### config.mk
export PLATFORM = sky130hd
export DESIGN_NAME = value_unswapper
export DESIGN_NICKNAME = d
export VERILOG_FILES = /design/src/rtl/value_unswapper.sv
export SDC_FILE = /design/constraint.sdc
export NUM_CORES = 1
export LEC_CHECK = 0
export BUFFER_PORTS_ARGS = -buffer_cell sky130_fd_sc_hd__buf_2
export CAP_MARGIN = 0
export CORE_AREA = 5 5 49 51
export CTS_BUF_LIST = sky130_fd_sc_hd__clkbuf_4 sky130_fd_sc_hd__clkbuf_8 sky130_fd_sc_hd__clkbuf_16
export DETAILED_ROUTE_END_ITERATION = 12
export DIE_AREA = 0 0 54 56
export PLACE_DENSITY = 0.73
export SETUP_SLACK_MARGIN = 0.5
export SLEW_MARGIN = 30
export SYNTH_ARGS = -nofsm -noshare
export SYNTH_HDL_FRONTEND = slang
export SYNTH_SLANG_ARGS = --single-unit
### constraint.sdc
create_clock -name Clock -period 1.9 [get_ports Clock]
set_input_delay 0.475 -clock Clock [delete_from_list [all_inputs] [get_ports Clock]]
set_output_delay 0.475 -clock Clock [all_outputs]
set_load 0.1 [all_outputs]
### src/rtl/value_unswapper.sv
// Restores pairs of values that were conditionally swapped by the sender.
// A 4-bit key selects, per position in a 4-pair frame, whether A/B were
// exchanged; the block undoes that and presents the pair on a registered
// valid/ready output stage with single-cycle latency.
module value_unswapper #(
    parameter int unsigned WIDTH = 4
) (
    input  logic             Clock,
    input  logic             nReset,
    input  logic             LoadKey,
    input  logic [3:0]       Key,
    input  logic             InValid,
    output logic             InReady,
    input  logic [WIDTH-1:0] A,
    input  logic [WIDTH-1:0] B,
    output logic             OutValid,
    input  logic             OutReady,
    output logic [WIDTH-1:0] X,
    output logic [WIDTH-1:0] Y,
    output logic [1:0]       PairIndex,
    output logic             FrameDone
);

    typedef enum logic {
        NOKEY  = 1'b0,
        ACTIVE = 1'b1
    } state_t;

    state_t     state;
    logic [3:0] key;
    logic [1:0] cnt;
    logic       accept;

    // Input handshake: needs a key, no key load this cycle, and room in the output stage.
    always_comb begin
        InReady = 1'b0;
        if (nReset && (state == ACTIVE) && !LoadKey && (!OutValid || OutReady)) begin
            InReady = 1'b1;
        end
        accept = InValid && InReady;
    end

    // Key/state control plus the registered output stage.
    always_ff @(posedge Clock) begin
        if (!nReset) begin
            state     <= NOKEY;
            key       <= '0;
            cnt       <= '0;
            OutValid  <= 1'b0;
            X         <= '0;
            Y         <= '0;
            PairIndex <= '0;
            FrameDone <= 1'b0;
        end else begin
            // A key load is only taken once the output stage is empty, so
            // the pending pair is never reinterpreted against a new key.
            if (LoadKey && !OutValid) begin
                key   <= Key;
                cnt   <= '0;
                state <= ACTIVE;
            end

            // accept implies LoadKey==0, so it never races the counter clear above.
            if (accept) begin
                if (key[cnt]) begin
                    X <= B;
                    Y <= A;
                end else begin
                    X <= A;
                    Y <= B;
                end
                PairIndex <= cnt;
                FrameDone <= (cnt == 2'd3);
                OutValid  <= 1'b1;
                cnt       <= cnt + 2'd1;
            end else if (OutValid && OutReady) begin
                OutValid  <= 1'b0;
                FrameDone <= 1'b0;
            end
        end
    end

endmodule
* Yosys cells after proc, flatten, opt, wreduce, memory -nomap -nowiden
Index checks and enable logic that the tools add are counted.
** Word-level totals
- Flip-flop bits (word level) :: 19
- Output and inout port bits :: 13
- Logic and storage cells :: 32
** Cells by class
- Add/sub/neg operators :: 1
- $lt $le $gt $ge :: 1
- Equality and inequality tests :: 1
- Mux-type cells :: 10
- Reduce and logical (&&, ||, !) cells :: 11
** Operator list (number)
- $mux W4 :: 2
- $logic_and A1 B1 Y1 :: 6
- $mux W1 :: 5
- $mux W2 :: 2
- $reduce_bool A2 Y1 :: 2
- $lt A2 B3 Y1 const B :: 1
- $add A2 B1 Y2 const B :: 1
- $bmux W1 S2 :: 1
- $eq A2 B2 Y1 const B :: 1
- $logic_not A1 Y1 :: 2
- $logic_or A1 B1 Y1 :: 1

* Longest topological paths before layout
Gate-level depths: netlist (run 1).
- Word-level depth :: 6
- Gate-level depth with buffers :: 5
- Depth with buffers taken out :: 4

* Least setup slack after synthesis (run 1)
OpenSTA, ideal clock, no wires.
- Kind :: flip-flop to output port
- Start :: register OutValid
- End :: output port InReady
- Arrival time :: 3.006 ns
- Required time :: 1.425 ns
- Slack :: -1.581 ns
- Cell stages (with the launch flop) :: 3
- Buffers on the path :: 0
- Cells stage by stage :: dfxtp_1 nor2b_4 nor3_1
** Between the ends
- Word-level cells in the longest chain between the ends :: 4
** RTL lines
- start: declaration :: line 16 : output logic OutValid,
- start signal: assignment :: line 49 : OutValid <= 1'b0;
- start signal: assignment :: line 74 : OutValid <= 1'b1;
- start signal: assignment :: line 77 : OutValid <= 1'b0;
- $logic_not A1 Y1 :: line 37 : if (nReset && (state == ACTIVE) && !LoadKey && (!OutValid || OutReady)) begin
- $logic_or A1 B1 Y1 :: line 37
- $logic_and A1 B1 Y1 :: line 37
- $mux W1 :: line 37
- end: declaration :: line 13 : output logic InReady,
No other way between the ends.

* Worst setup path after layout (run 1)
Ends and elaborated chain as after synthesis.

==> results of run 1 <==
-- cells by family (layout without fill, tap and decap cells) --
| family | count (synthesis) | in the layout | share of synthesized area |
|---|---|---|---|
| flip-flops | 19 | 19 | 0.444 |
| AND/OR/NAND/NOR | 23 | 23 | 0.164 |
| multiplexers | 12 | 12 | 0.155 |
| adder cells (fa/ha/maj) | 1 | 1 | 0.0146 |
| AO/OA/AOI/OAI | 24 | 24 | 0.168 |
| buffers and inverters | 5 | 47 | 0.0541 |
-- power groups by stage --
stage          clock network [mW]  logic (mW)  registers, mW
2_1_floorplan                   0      0.0582          0.461
3_3_place_gp                    0       0.128          0.424
3_5_place_dp                    0       0.131          0.425
4_1_cts                     0.211       0.149          0.416
5_1_grt                     0.226       0.182          0.421
6_report                    0.210       0.172          0.419
-- critical path: stages, from the launching register on --
cell     delay, ns
dfxtp_4       0.36
nor2b_4       0.13
nor3_4        0.15
buf_12        0.20
-- state kept, by name (all words and copies together) (netlist names) --
signal and cells:
cnt 2, FrameDone 1, PairIndex 2, X 4, state 1, Y 4, OutValid 1, key 4
-- worst paths after layout --
kind         depth (start not counted)  endpoint     start  slack (ns)
max                                  3   InReady  OutValid        0.27
min                                  3    key[3]    Key[3]        0.42
max reg2reg                          7    cnt[0]  OutValid        0.32
min reg2reg                          2    key[3]    key[3]        0.48
-- repair_timing --
action,in CTS,in global routing
endpoints found under the hold margin,0,0
setup buffers,6,3
gates cloned,2,1
endpoints found under the setup margin,21,23
gates resized for setup,29,41
pin swaps,6,8
-- synthesized netlist by cell type, drive strengths merged --
| cell | count |
|---|---|
| a21boi | 6 |
| a21oi | 8 |
| and2 | 1 |
| and2b | 1 |
| buf | 4 |
| clkbuf | 1 |
| dfxtp | 19 |
| ha | 1 |
| mux2i | 11 |
| mux4 | 1 |
| nand2 | 13 |
| nand2b | 1 |
| nand3b | 2 |
| nor2b | 3 |
| nor3 | 1 |
| nor4b | 1 |
| o21a | 2 |
| o21ai | 8 |
-- area by class of cell --
| class | instances | share of cell area |
|---|---|---|
| tap | 27 | 0.0233 |
| clock buffer | 3 | 0.0155 |
| sequential | 19 | 0.275 |
| multi-input combinational | 60 | 0.340 |
| timing repair buffer | 43 | 0.343 |
| clock inverter | 1 | 0.00345 |
-- layer usage --
metal,GRT usage,routed length (um),vias to the layer above
met3,0.0349,107,10
met4,0.0320,100,0
li1,-,-,383
met5,0,0,-
met1,0.190,1050,408
met2,0.263,1390,25
==> impl_metrics.json, run 1 <==
{
  "ir_drop_uv": 462,
  "skew_ns": 0.00327,
  "p_per_area_mw_per_mm2": 553,
  "antenna_found_initial": 0,
  "grtUsageTotal": 0.153,
  "synth-warning-count": 0,
  "avgRoutedWirePerCell_um": 17.3,
  "vias": 826,
  "cts_root_buf": "clkbuf_4",
  "final_cell_mix": "buf_2 (16), buf_12 (12), mux2i_1 (11), nand2_1 (10), dfxtp_2 (9)",
  "rsz0062_at_grt": "yes",
  "cp_max_fo": 2,
  "clk_pin_slew_ns": 0.11,
  "die_h_um": 56,
  "utilization": 0.763,
  "p_clk_frac": 0.262,
  "synth_area_um2": 856,
  "cts_tree": "built",
  "cts_buffers": 3,
  "hold_path.class": "in -> reg",
  "final_cells": 153,
  "maxCapViolations": 0,
  "drc_errors": 0,
  "synth-seq-area-share": 0.444,
  "htreeDepth": 1,
  "start_util": 0.450,
  "grt_max_degree": 20,
  "hold_ws_ns": 0.417,
  "power.switching_mw": 0.240,
  "critPathKind": "reg -> out",
  "place_area_mm2": 0.00105,
  "antenna_cells": 0,
  "nets": 145,
  "post-place-ws_ns": 0.331,
  "io_pins": 30,
  "synthTopCellsByArea": "dfxtp_1 (44%), mux2i_1 (13%), nand2_1 (5.7%), a21oi_1 (4.7%), o21ai_1 (4.1%)",
  "hold_buffers": 0,
  "hold_violations": 0,
  "synth_top_area_cell": "dfxtp_1",
  "drtAntennaViolNets": 0,
  "core.rowCount": 16,
  "p_comb_frac": 0.215,
  "first_global_vias": 830,
  "clk-insertion-delay-late_ns": 0.30,
  "setup_viol": 0,
  "fin_ws_ns": 0.272,
  "synth.avg_cell_area_um2": 10.2,
  "final-seq-area_um2": 399,
  "fin_crit_ns": 1.63,
  "synth_top_area_share": 0.444,
  "grt_overflow_total": 0,
  "ys_ff_latch": 19,
  "drt_wl_total_mm": 2.65,
  "post-place-cells": 137,
  "multi_input_area_um2": 493,
  "startpoint_type": "flop",
  "fill_cells": 123,
  "swShare": 0.300,
  "fmaxAchievable_ghz": 0.614,
  "syn-num-nets": 102,
  "clock_sinks": 19,
  "synth_cells": 84,
  "cellLeakagePower_nw": 0.608,
  "layout_commonest_cell": "buf_2",
  "arrival_ns": 1.15,
  "drive_above_1_share": 0.595,
  "fin_tns_setup_ns": 0,
  "vias_per_cell": 5.40,
  "die_w_um": 54,
  "dp_hpwl_mm": 1.29,
  "final_cell_area_mm2": 0.00145,
  "grt_pass1_wl_mm": 3.55,
  "cp.required_ns": 1.42,
  "worstMarginPinSlew_ns": 0.279,
  "synthDistinctLibCells": 22,
  "p_int_mw": 0.561,
  "slew_violations": 0,
  "drt_first_pass_iters": 4,
  "core_area_mm2": 0.00190,
  "die_area_mm2": 0.00302,
  "end_kind": "primary output",
  "sequentialPowerShare": 0.523,
  "finalPower_mw": 0.802,
  "gp_congestion": 0.657,
  "finalCritPeriodShare": 0.857,
  "clock_path_buffers": 2,
  "relSlewSlack": 0.814,
  "status": "completed",
  "place.port_buffers": 29,
  "syn2layout_area_growth_pct": 69.4,
  "drtIter0Drc": 13
}
Power figures use the tool's default switching activity.
==> run 2: changes to the inputs <==
--- a/config.mk
+++ b/config.mk
@@ -7,11 +7,11 @@
 export LEC_CHECK = 0
 export BUFFER_PORTS_ARGS = -buffer_cell sky130_fd_sc_hd__buf_2
 export CAP_MARGIN = 0
-export CORE_AREA = 5 5 49 51
+export CORE_AREA = 2 2 44 46
 export CTS_BUF_LIST = sky130_fd_sc_hd__clkbuf_4 sky130_fd_sc_hd__clkbuf_8 sky130_fd_sc_hd__clkbuf_16
 export DETAILED_ROUTE_END_ITERATION = 12
-export DIE_AREA = 0 0 54 56
-export PLACE_DENSITY = 0.73
+export DIE_AREA = 0 0 46 48
+export PLACE_DENSITY = 0.8
 export SETUP_SLACK_MARGIN = 0.5
 export SLEW_MARGIN = 30
 export SYNTH_ARGS = -nofsm -noshare
==> constraint.sdc (replaced) <==
create_clock -name Clock -period 2.1 [get_ports Clock]
set_input_delay 0.525 -clock Clock [delete_from_list [all_inputs] [get_ports Clock]]
set_output_delay 0.525 -clock Clock [all_outputs]
set_load 0.1 [all_outputs]
==> run 2 against run 1 <==
  * Critical path type unchanged
  * First-iteration DRC count shrank 62%
  * Sequential power shrank 10%
  * Total power shrank 15%
  * Design area shrank 22%
  * Clock power shrank 14%
  * Global-route usage grew 1.7 points
  * Register-to-register slack gained 0.25 ns
  * Critical endpoint unchanged
  * Cell count shrank 11%
  * Non-clock buffer count shrank 7
  * Via count shrank 14%
  * Core utilization shrank 9.4 points
  * Sequential share of layout area grew 6.7 points
==> impl_metrics.json, run 2 (same netlist as run 1, synthesis figures left out) <==
{
  "worstMarginPinSlew_ns": 0.320,
  "fin_tns_setup_ns": 0,
  "post-place-ws_ns": 0.441,
  "core_area_mm2": 0.00169,
  "post-place-cells": 127,
  "drt_first_pass_iters": 4,
  "hold_ws_ns": 0.466,
  "drt_wl_total_mm": 1.84,
  "dp_hpwl_mm": 1.25,
  "maxCapViolations": 0,
  "grtUsageTotal": 0.170,
  "finalCritPeriodShare": 0.799,
  "io_pins": 30,
  "final_cells": 136,
  "start_util": 0.507,
  "clk_pin_slew_ns": 0.11,
  "die_h_um": 48,
  "die_area_mm2": 0.00221,
  "cts_root_buf": "clkbuf_4",
  "drc_errors": 0,
  "status": "completed",
  "fmaxAchievable_ghz": 0.596,
  "end_kind": "primary output",
  "top_regs": "X x4, Y x4, key x4",
  "htreeDepth": 1,
  "ir_drop_uv": 490,
  "p_per_area_mw_per_mm2": 603,
  "hold_path.class": "reg -> reg",
  "hold_buffers": 0,
  "cts_buffers": 3,
  "relSlewSlack": 0.786,
  "skew_ns": 0.00438,
  "fin_crit_ns": 1.68,
  "drive_above_1_share": 0.420,
  "drtAntennaViolNets": 0,
  "clk-insertion-delay-late_ns": 0.29,
  "cellLeakagePower_nw": 0.481,
  "slew_violations": 0,
  "rsz0062_at_grt": "yes",
  "antenna_cells": 0,
  "setup_viol": 0,
  "cp_max_fo": 2,
  "critPathKind": "reg -> out",
  "die_w_um": 46,
  "vias": 707,
  "nets": 138,
  "syn2layout_area_growth_pct": 32.0,
  "grt_pass1_wl_mm": 2.63,
  "vias_per_cell": 5.20,
  "clock_path_buffers": 2,
  "cts_tree": "built",
  "startpoint_type": "flop",
  "place_area_mm2": 0.00102,
  "fin_ws_ns": 0.422,
  "place.port_buffers": 29,
  "gp_congestion": 0.751,
  "grt_overflow_total": 0,
  "finalPower_mw": 0.682,
  "final_cell_mix": "dfxtp_1 (16), buf_2 (16), nand2_1 (12), mux2i_1 (11), clkbuf_4 (11)",
  "hold_violations": 0,
  "antenna_found_initial": 0,
  "utilization": 0.669,
  "avgRoutedWirePerCell_um": 13.5,
  "cp.required_ns": 1.57,
  "final_cell_area_mm2": 0.00113,
  "grt_max_degree": 25,
  "drtIter0Drc": 5,
  "arrival_ns": 1.15,
  "core.rowCount": 15,
  "clock_sinks": 19,
  "first_global_vias": 608
}
-- run 2: per-layer routing --
metal,share of wire,up-vias,wire length (um),GRT usage
met2,0.51,20,933,0.286
met3,0.046,0,85,0.0453
met5,0,-,0,0
met4,0,0,0,0.0514
met1,0.45,323,823,0.214
li1,-,364,-,-
-- run 2: power breakdown --
group | internal (mW) | switching [mW]
Clock | 0.0707 | 0.109
Combinational | 0.0459 | 0.0784
Sequential | 0.370 | 0.00696
Total | 0.487 | 0.194
-- run 2: path summary, 6_finish.rpt --
| kind | start | end | slack, ns | cells past startpoint |
|---|---|---|---|---|
| setup reg to reg | OutValid | cnt[0] | 0.57 | 6 |
| hold / removal | key[2] | key[2] | 0.47 | 2 |
| hold reg to reg | key[2] | key[2] | 0.47 | 2 |
| setup / recovery | state | InReady | 0.42 | 3 |
-- run 2: what timing repair did --
action	in CTS	in global routing
setup buffers	1	2
resized for setup	7	13
gates cloned	0	2
pin swaps	1	0
setup endpoints to repair	5	21
-- run 2: layout make-up --
class / count / area, um2
clock buffer: 3 / 22.5
tap: 17 / 21.3
multi-input combinational: 60 / 448
timing repair buffer: 36 / 246
fill: 136 / 559
sequential: 19 / 387
clock inverter: 1 / 5.00
-- run 2: critical path, cell delays in order (launching register included) --
cell,delay [ns]
dfxtp_2,0.37
nand2_4,0.07
nor3_4,0.22
buf_12,0.20
